**config.mk**
```make
export PLATFORM = sky130hd
export DESIGN_NAME = mopshub_test_sequencer
export DESIGN_NICKNAME = d
export VERILOG_FILES = /design/src/rtl/mopshub_seq_pkg.sv /design/src/rtl/mopshub_seq_timer.sv /design/src/rtl/mopshub_test_sequencer.sv
export SDC_FILE = /design/constraint.sdc
export NUM_CORES = 1
export LEC_CHECK = 0
export ABC_CLOCK_PERIOD_IN_PS = 2600
export CAP_MARGIN = 10
export CORE_UTILIZATION = 49
export CTS_CLUSTER_SIZE = 8
export DETAILED_ROUTE_END_ITERATION = 10
export GPL_TIMING_DRIVEN = 0
export PLACE_DENSITY = 0.77
export SETUP_SLACK_MARGIN = 0.1
export SKIP_CTS_REPAIR_TIMING = 1
export SYNTH_ARGS = -nofsm -noshare
export SYNTH_HDL_FRONTEND = slang
export SYNTH_SLANG_ARGS = --single-unit
```
**constraint.sdc**
```tcl
create_clock -name clk -period 2.6 [get_ports clk]
set_input_delay 0.65 -clock clk [delete_from_list [all_inputs] [get_ports clk]]
set_output_delay 0.65 -clock clk [all_outputs]
set_load 0.005 [all_outputs]
```
**src/rtl/mopshub_seq_pkg.sv**
```systemverilog
// mopshub_seq_pkg: shared types and constants for the MOPSHUB test sequencer.
// This package holds the FSM state enum, the default timing constants, the bus
// index width, and two small helper functions.
package mopshub_seq_pkg;

    typedef enum logic [3:0] {
        S_IDLE,
        S_POWER,
        S_SIGNON,
        S_NEXT,
        S_RX,
        S_EWAIT,
        S_GAP,
        S_TX,
        S_ADV,
        S_BDONE,
        S_FINISH
    } seq_state_t;

    localparam int SEQ_GAP_DEFAULT     = 120;
    localparam int SEQ_TIMEOUT_DEFAULT = 65535;
    localparam int BUS_IDX_W           = 5;
    localparam int CNT_W               = 6;

    // Priority encoder that finds the lowest set bit of the mask.
    // It returns {found, index}.
    function automatic logic [BUS_IDX_W:0] lowest_set(input logic [31:0] mask);
        logic [BUS_IDX_W:0] res;
        res = '0;
        for (int i = 31; i >= 0; i--) begin
            if (mask[i]) begin
                res = {1'b1, BUS_IDX_W'(i)};
            end
        end
        return res;
    endfunction

    // Saturating increment for the pass and fail counters. The counter holds at all-ones.
    function automatic logic [CNT_W-1:0] sat_inc(input logic [CNT_W-1:0] v);
        return (v == '1) ? v : v + 1'b1;
    endfunction

endpackage

```
**src/rtl/mopshub_seq_timer.sv**
```systemverilog
// mopshub_seq_timer: TMR_W-bit loadable down-counter.
// The counter stops at zero. expired is high while the count is zero.
// The sequencer uses this one timer both for the gap count and for the timeouts.
module mopshub_seq_timer #(
    parameter int TMR_W = 16
) (
    input  logic             clk,
    input  logic             rst,
    input  logic             load,
    input  logic [TMR_W-1:0] load_value,
    output logic [TMR_W-1:0] value,
    output logic             expired
);

    logic [TMR_W-1:0] value_q;

    // Load on request. Otherwise count down toward zero and hold there.
    always_ff @(posedge clk or posedge rst) begin
        if (rst) begin
            value_q <= '0;
        end else if (load) begin
            value_q <= load_value;
        end else if (value_q != '0) begin
            value_q <= value_q - 1'b1;
        end
    end

    assign value   = value_q;
    assign expired = (value_q == '0);

endmodule

```
**src/rtl/mopshub_test_sequencer.sv**
```systemverilog
// mopshub_test_sequencer: runs the MOPSHUB bring-up flow.
// The flow is power-init, then trim release, then sign-on, then for each bus in the
// mask: RX test, end-wait pulse, gap, TX test. Every wait state has a timeout.
// Pass and fail results are counted per run.
// Optional custom-message phase after TX: define MOPSHUB_SEQ_ADVANCED_EN.
module mopshub_test_sequencer
    import mopshub_seq_pkg::*;
#(
    parameter int N_BUSES        = 32,
    parameter int GAP_CYCLES     = SEQ_GAP_DEFAULT,
    parameter int TIMEOUT_CYCLES = SEQ_TIMEOUT_DEFAULT,
    parameter int TMR_W          = 16
) (
    input  logic                 clk,
    input  logic                 rst,
    input  logic                 start,
    input  logic [N_BUSES-1:0]   bus_mask,
    input  logic                 end_power_init,
    input  logic                 sign_on_sig,
    input  logic                 test_rx_end,
    input  logic                 test_tx_end,
    input  logic                 costum_msg_end,
    output logic                 osc_auto_trim,
    output logic                 test_rx,
    output logic                 test_tx,
    output logic                 test_advanced,
    output logic                 endwait_all,
    output logic [BUS_IDX_W-1:0] bus_sel,
    output logic                 busy,
    output logic                 done,
    output logic                 fail,
    output logic [CNT_W-1:0]     pass_cnt,
    output logic [CNT_W-1:0]     fail_cnt
);

    // The timer is loaded with N-1 so that a wait state lasts exactly N cycles.
    localparam logic [TMR_W-1:0] TMO_LOAD = TMR_W'(TIMEOUT_CYCLES - 1);
    localparam logic [TMR_W-1:0] GAP_LOAD = TMR_W'((GAP_CYCLES > 0) ? GAP_CYCLES - 1 : 0);

    seq_state_t           state_q, state_d;
    logic [31:0]          mask_q;
    logic [BUS_IDX_W-1:0] bus_sel_q;
    logic                 osc_q, rx_q, tx_q, ew_q, busy_q, done_q, fail_q;
    logic [CNT_W-1:0]     pass_q, fcnt_q;
    logic                 init_timeout, phase_timeout;
    logic                 found;
    logic [BUS_IDX_W-1:0] found_idx;
    logic                 tmr_load, tmr_expired;
    logic [TMR_W-1:0]     tmr_load_value;
    // The count itself is not needed for sequencing. It stays on the port as a debug tap.
    logic [TMR_W-1:0]     tmr_value_unused;

    // Bits are cleared as each bus finishes, so the lowest set bit is the next bus.
    assign {found, found_idx} = lowest_set(mask_q);

    // The timer reloads on every state change: gap length for GAP, timeout otherwise.
    assign tmr_load       = (state_d != state_q);
    assign tmr_load_value = (state_d == S_GAP) ? GAP_LOAD : TMO_LOAD;

    mopshub_seq_timer #(.TMR_W(TMR_W)) u_timer (
        .clk        (clk),
        .rst        (rst),
        .load       (tmr_load),
        .load_value (tmr_load_value),
        .value      (tmr_value_unused),
        .expired    (tmr_expired)
    );

    // Next-state decision. In each state the strobe is checked before the timeout.
    always_comb begin
        state_d       = state_q;
        init_timeout  = 1'b0;
        phase_timeout = 1'b0;
        case (state_q)
            S_IDLE:   if (start) state_d = S_POWER;
            S_POWER: begin
                if (end_power_init) state_d = S_SIGNON;
                else if (tmr_expired) begin
                    state_d      = S_FINISH;
                    init_timeout = 1'b1;
                end
            end
            S_SIGNON: begin
                if (sign_on_sig) state_d = S_NEXT;
                else if (tmr_expired) begin
                    state_d      = S_FINISH;
                    init_timeout = 1'b1;
                end
            end
            S_NEXT:   state_d = found ? S_RX : S_FINISH;
            S_RX: begin
                if (test_rx_end) state_d = S_EWAIT;
                else if (tmr_expired) begin
                    state_d       = S_NEXT;
                    phase_timeout = 1'b1;
                end
            end
            S_EWAIT:  state_d = (GAP_CYCLES > 0) ? S_GAP : S_TX;
            S_GAP:    if (tmr_expired) state_d = S_TX;
            S_TX: begin
                if (test_tx_end) begin
`ifdef MOPSHUB_SEQ_ADVANCED_EN
                    state_d = S_ADV;
`else
                    state_d = S_BDONE;
`endif
                end else if (tmr_expired) begin
                    state_d       = S_NEXT;
                    phase_timeout = 1'b1;
                end
            end
`ifdef MOPSHUB_SEQ_ADVANCED_EN
            S_ADV: begin
                if (costum_msg_end) state_d = S_BDONE;
                else if (tmr_expired) begin
                    state_d       = S_NEXT;
                    phase_timeout = 1'b1;
                end
            end
`endif
            S_BDONE:  state_d = S_NEXT;
            S_FINISH: state_d = S_IDLE;
            default:  state_d = S_IDLE;
        endcase
    end

    // State register, registered phase outputs, mask bookkeeping and counters.
    always_ff @(posedge clk or posedge rst) begin
        if (rst) begin
            state_q   <= S_IDLE;
            mask_q    <= '0;
            bus_sel_q <= '0;
            osc_q     <= 1'b1;
            rx_q      <= 1'b0;
            tx_q      <= 1'b0;
            ew_q      <= 1'b0;
            busy_q    <= 1'b0;
            done_q    <= 1'b0;
            fail_q    <= 1'b0;
            pass_q    <= '0;
            fcnt_q    <= '0;
        end else begin
            state_q <= state_d;
            rx_q    <= (state_d == S_RX);
            tx_q    <= (state_d == S_TX);
            ew_q    <= (state_d == S_EWAIT);
            busy_q  <= (state_d != S_IDLE) && (state_d != S_FINISH);
            done_q  <= (state_d == S_FINISH);
            if (state_q == S_IDLE && start) begin
                mask_q <= 32'(bus_mask);
                pass_q <= '0;
                fcnt_q <= '0;
                fail_q <= 1'b0;
                osc_q  <= 1'b1;
            end
            if (state_q == S_POWER && end_power_init) osc_q <= 1'b0;
            if (init_timeout) fail_q <= 1'b1;
            if (state_q == S_NEXT && found) bus_sel_q <= found_idx;
            if (phase_timeout) begin
                fcnt_q            <= sat_inc(fcnt_q);
                fail_q            <= 1'b1;
                mask_q[bus_sel_q] <= 1'b0;
            end
            if (state_q == S_BDONE) begin
                pass_q            <= sat_inc(pass_q);
                mask_q[bus_sel_q] <= 1'b0;
            end
        end
    end

`ifdef MOPSHUB_SEQ_ADVANCED_EN
    logic adv_q;
    // Custom-message phase level. It is high exactly while the FSM is in ADV.
    always_ff @(posedge clk or posedge rst) begin
        if (rst) adv_q <= 1'b0;
        else     adv_q <= (state_d == S_ADV);
    end
    assign test_advanced = adv_q;
`else
    logic unused_costum;
    assign unused_costum = costum_msg_end;
    assign test_advanced = 1'b0;
`endif

    assign osc_auto_trim = osc_q;
    assign test_rx       = rx_q;
    assign test_tx       = tx_q;
    assign endwait_all   = ew_q;
    assign bus_sel       = bus_sel_q;
    assign busy          = busy_q;
    assign done          = done_q;
    assign fail          = fail_q;
    assign pass_cnt      = pass_q;
    assign fail_cnt      = fcnt_q;

endmodule

```
==> flow_metrics.tcl, run 1 <==
set metrics [dict create \
    intPower_mw 3.82 \
    clkTransAtPathRegs_ps 90 \
    cts_buffers 9 \
    yosysTopAreaCellShare_pct 45.4 \
    die_x_um 93.9 \
    nets 584 \
    drtIter0Drc 290 \
    grt_usage_pct 26.5 \
    drc 0 \
    p_sw_mw 2.66 \
    ys_top_cells_by_area "dfrtp_1 45%, mux2i_1 6.5%, a21oi_1 5.1%" \
    wl_um 12300 \
    skew_ps 9.32 \
    whs_ps 490 \
    layout_commonest_cell "dfrtp_1" \
    clk_path_buf_depth 2 \
    power_mw 6.48 \
    relSlewSlack_pct 47.3 \
    cts.htree.levels 3 \
    violations "negative setup slack" \
    drive_above_1_share_pct 19.4 \
    seq_power_share_pct 33.0 \
    fin_crit_sh_pct 112 \
    rsz0062_at_grt "true" \
    final-setup-viol-count 15 \
    drtPass1Iterations 5 \
    clock_latency_ps 350 \
    min_path_type "reg2reg" \
    die_h_um 93.9 \
    rows 33 \
    antenna_found_initial 0 \
    tightest_slew_ps 789 \
    n_antenna_cell 0 \
    fin_ws_ps -305 \
    final_util_pct 69.8 \
    cts_tree "yes" \
    drv_slew 0 \
    post-route-min-period_ps 2900 \
    cts-root-buf "clkbuf_8" \
    syn-instance-count 438 \
    grt_pass1_wl_um 18000 \
    whs_path_depth 2 \
    dieArea_um2 8810 \
    drv_cap 0 \
    vias 4000 \
    fin_area_um2 5700 \
    comb_power_share_pct 50.2 \
    cts_num_sinks 76 \
    swShare_pct 41.1 \
    stdcell_count 650 \
    ff2ff_path_depth 9 \
    ios 65 \
    synth-edff-count 0 \
    overflow 0 \
    cp.arrival_ps 3180 \
    grt_max_degree 44 \
    worst_setup_path_start_kind "flop" \
    core-area_um2 8180 \
    initial_core_util_pct 50.6 \
    area_delta_synth_final_pct 37.9 \
    power.density_nw_per_um2 1140 \
    p_leak_nw 2.26 \
    synth_fp_nets 482 \
    ys_seq_area_share_pct 46.0 \
    synth_top_area_cell "dfrtp_1" \
    status "finished, violations left" \
    avgSynthCellArea_um2 9.44 \
    critPathRequiredTime_ps 2880 \
    synth_cell_types 61 \
    ant_nets 0 \
    syn-cell-area_um2 4140 \
    crit_type "reg2reg" \
    gp_congestion 0.943 \
    cp-end-kind "flop" \
    ys.flop_type "dfrtp_1" \
    synth.ff_latch_count 76 \
    grt_pass1_vias 3714 \
    avgViaCountPerCell 6.15 \
    post_drt_wl_per_cell_um 18.9 \
    irDropWorstVdd_uv 548 \
    place_area_um2 5000 \
    dp.cells 606 \
    synth-async-reset-ratio_pct 100 \
    p_clk_share_pct 16.7 \
    hpwl_um 7770 \
    synth-warning-count 0 \
    max_freq_mhz 344 \
    final_cell_mix "75 x dfrtp_1, 62 x clkdlybuf4s50_1, 42 x nor2_1, 40 x a21oi_1, 28 x nand2_1" \
    io_buffers 62 \
    report.final.hold_viol_count 0 \
    worstPathMaxFanout 6 \
]
==> critical path, stage by stage (launching register included) <==
cell and delay [ps]:
dfrtp_1 390, or4_4 580, nor4b_4 220, buf_4 200, a211oi_4 90, a2111oi_4 350, a21oi_2 120, or4_4 540
clkbuf_16 190, o21ai_2 160
==> registers in the layout, indices dropped and copies added (netlist names) <==
name           cells
done               1
bus_sel            5
osc_auto_trim      1
mask_q            32
fail_cnt           6
test_rx            1
test_tx            1
endwait_all        1
state_q            4
u_timer.value     16
fail               1
pass_cnt           6
busy               1
==> Yosys cell counts, types with 4 or more instances <==
| cell type | count |
|---|---|
| a21oi_1 | 42 |
| a221oi_1 | 6 |
| a31oi_1 | 8 |
| and3_1 | 6 |
| clkbuf_1 | 11 |
| dfrtp_1 | 75 |
| ha_1 | 4 |
| inv_1 | 13 |
| mux2i_1 | 27 |
| nand2_1 | 33 |
| nand2b_1 | 4 |
| nand3_1 | 12 |
| nor2_1 | 45 |
| nor2b_1 | 4 |
| nor3_1 | 12 |
| nor3b_1 | 6 |
| nor4_1 | 8 |
| o21ai_0 | 24 |
| o21ai_1 | 10 |
| or3_1 | 6 |
| or4_1 | 7 |
| xnor2_1 | 11 |
| xor2_1 | 7 |
==> per-layer routing <==
layer	track usage [%]	part of all wire (%)
met3	5.26	6.9
met2	42.2	49
met5	0	0
met4	9.87	2.4
met1	35.7	41
==> logic make-up (layout without fill, tap and decap cells) <==
group,after synthesis,count (layout),synth area share [%]
AND/OR/NAND/NOR,161,161,20.9
AO/OA/AOI/OAI,119,120,17.7
flip-flops,76,76,46.0
multiplexers,31,31,7.62
buffers and inverters,28,134,2.69
XOR/XNOR,18,18,3.81
adder cells (fa/ha/maj),4,4,1.21
other,1,1,0.0907
==> power groups by stage <==
stage                     combinational, mW  clock (mW)  sequential [mW]
after floorplan                        1.75           0             1.99
after global placement                 2.26           0             2.09
after detailed placement               2.34           0             2.12
after CTS                              2.37        1.09             2.11
after global routing                   3.50        1.14             2.19
final                                  3.25        1.08             2.14
==> worst paths after layout <==
path	from	end	slack (ps)
max reg2reg	u_timer.value[5]	u_timer.value[7]	-300
min	osc_auto_trim	osc_auto_trim	490
min in group asynchronous	rst	u_timer.value[3]	780
max	u_timer.value[5]	u_timer.value[7]	-300
max in group asynchronous	rst	osc_auto_trim	1100
min reg2reg	osc_auto_trim	osc_auto_trim	490
==> per-stage QoR <==
step | TNS (ps) | setup slack (ps)
6_report | -2980 | -305
5_1_grt | -3980 | -346
4_1_cts | -19600 | -541
3_5_place_dp | -19050 | -539
3_3_place_gp | -15340 | -444
2_1_floorplan | -93.4 | -9.37
==> area by class of cell <==
cell class | count | area, um^2
inverter | 13 | 52.6
multi-input combinational | 335 | 2410
fill | 611 | 2470
tap | 105 | 131
clock inverter | 4 | 97.6
timing repair buffer | 90 | 892
buffer | 15 | 81.3
clock buffer | 12 | 135
sequential | 76 | 1900
Power figures use the tool's default switching activity.
==> run 2, diff against run 1 <==
- ABC_CLOCK_PERIOD_IN_PS: 2600 -> 3600
- CORE_UTILIZATION: 49 -> 55
- PLACE_DENSITY: 0.77 -> 0.81
- clock period: 2.6 -> 3.6 ns (I/O delays scaled with it)
==> run 2 against run 1 <==
  * The flow now finishes without violations
  * Critical path depth decreased by 3
  * Worst setup slack improved by 670 ps
  * Cell count decreased by 5.4%
  * Combinational power decreased by 52%
  * Clock skew increased by 3.0 ps
  * Core utilization increased by 0.76 points
  * Die area decreased by 11%
  * Sequential share of layout area increased by 3.8 points
  * Worst hold slack improved by 16 ps
  * Cell area decreased by 10%
  * Critical endpoint is now mask_q[12]
==> flow_metrics.tcl, run 2 (synthesis results as in run 1) <==
set metrics [dict create \
    final_cell_mix "75 x dfrtp_1, 62 x clkdlybuf4s50_1, 43 x nor2_1, 42 x a21oi_1, 33 x nand2_1" \
    initial_core_util_pct 57.0 \
    worstPathMaxFanout 10 \
    drtPass1Iterations 5 \
    wl_um 10900 \
    drc 0 \
    vias 3803 \
    whs_path_depth 2 \
    ios 65 \
    worst_path_max_delay_cell "nor3b_2" \
    area_delta_synth_final_pct 23.7 \
    layout_commonest_cell "dfrtp_1" \
    n_antenna_cell 0 \
    irDropWorstVdd_uv 332 \
    num-fill-cells 573 \
    io_buffers 62 \
    post_drt_wl_per_cell_um 17.7 \
    status "completed" \
    whs_ps 506 \
    p_leak_nw 1.99 \
    report.final.hold_viol_count 0 \
    stdcell_count 615 \
    relSlewSlack_pct 48.5 \
    critPathRequiredTime_ps 3800 \
    hpwl_um 7810 \
    post-route-min-period_ps 3240 \
    grt_usage_pct 30.0 \
    cts_tree "yes" \
    worst_setup_path_start_kind "flop" \
    clkTransAtPathRegs_ps 80 \
    avgViaCountPerCell 6.18 \
    crit_type "reg2reg" \
    cts_buffers 9 \
    fin_crit_sh_pct 89.9 \
    place_area_um2 4910 \
    nets 556 \
    drv_slew 0 \
    drive_above_1_share_pct 6.78 \
    dieArea_um2 7870 \
    gp_congestion 0.844 \
    setup_tns_ps 0 \
    regMostFlops "mask_q" \
    ant_nets 0 \
    cp.arrival_ps 3440 \
    dp.cells 600 \
    final-setup-viol-count 0 \
    cts.htree.levels 3 \
    core-area_um2 7250 \
    antenna_found_initial 0 \
    skew_ps 12.3 \
    crit_chain "or4_1, nor3_2, nand2_1, o21ai_0, nor3b_2, a21oi_1" \
    die_x_um 88.7 \
    max_freq_mhz 309 \
    fin_area_um2 5110 \
    clk_path_buf_depth 2 \
    slowest_delay_ps 710 \
    drtIter0Drc 325 \
    min_path_type "reg2reg" \
    cts-root-buf "clkbuf_8" \
    tightest_slew_ps 773 \
    rsz0062_at_grt "false" \
    grt_pass1_wl_um 17700 \
    grt_max_degree 61 \
    cts_num_sinks 76 \
    multi_input_area_um2 2130 \
    clock_latency_ps 360 \
    die_h_um 88.7 \
    power.density_nw_per_um2 739 \
    overflow 0 \
    drv_cap 0 \
    largest_reg_flops 32 \
    ff2ff_path_depth 6 \
    cp-end-kind "flop" \
    seq_area_um2 1900 \
    grt_pass1_vias 3626 \
    final_util_pct 70.5 \
    rows 31 \
]
==> run 2: critical path, delay by kind of cell (launching register included) <==
family	cells	cell delay (ps)
AO/OA/AOI/OAI	2	580
flip-flops	1	430
AND/OR/NAND/NOR	4	2070
==> run 2: through the flow <==
step	total power, mW	setup WS [ps]
detailed placement	3.07	238
CTS	3.76	335
finish	3.78	363
global placement	2.99	-455
floorplan	2.56	763
global route	4.04	122
==> run 2: power breakdown <==
group	switching (mW)	internal (mW)
clock network	0.319	0.353
registers	0.363	1.17
logic	0.881	0.690
==> run 2: final cells by class <==
cell class | count | share of cell area [%]
Multi-Input combinational cell | 334 | 41.6
Sequential cell | 76 | 37.2
Timing Repair Buffer | 63 | 12.7
Clock buffer | 11 | 2.96
Tap cell | 99 | 2.42
Buffer | 15 | 1.22
Inverter | 13 | 1.00
Clock inverter | 4 | 0.954
==> run 2: path summary, 6_finish.rpt <==
path                                     endpoint             start  slack (ps)
worst max-delay path                   mask_q[12]  u_timer.value[8]         360
worst min-delay path                osc_auto_trim     osc_auto_trim         510
worst max register to register         mask_q[12]  u_timer.value[8]         360
worst min register to register      osc_auto_trim     osc_auto_trim         510
max in group asynchronous               mask_q[9]               rst        2220
min in group asynchronous       u_timer.value[12]               rst         830
==> run 2: layer usage <==
metal	track usage (%)	routed length (um)	vias up
li1	-	-	1757
met1	38.8	4560	1792
met2	48.1	5200	210
met3	4.94	767	44
met4	16.9	388	0
met5	0	0	-
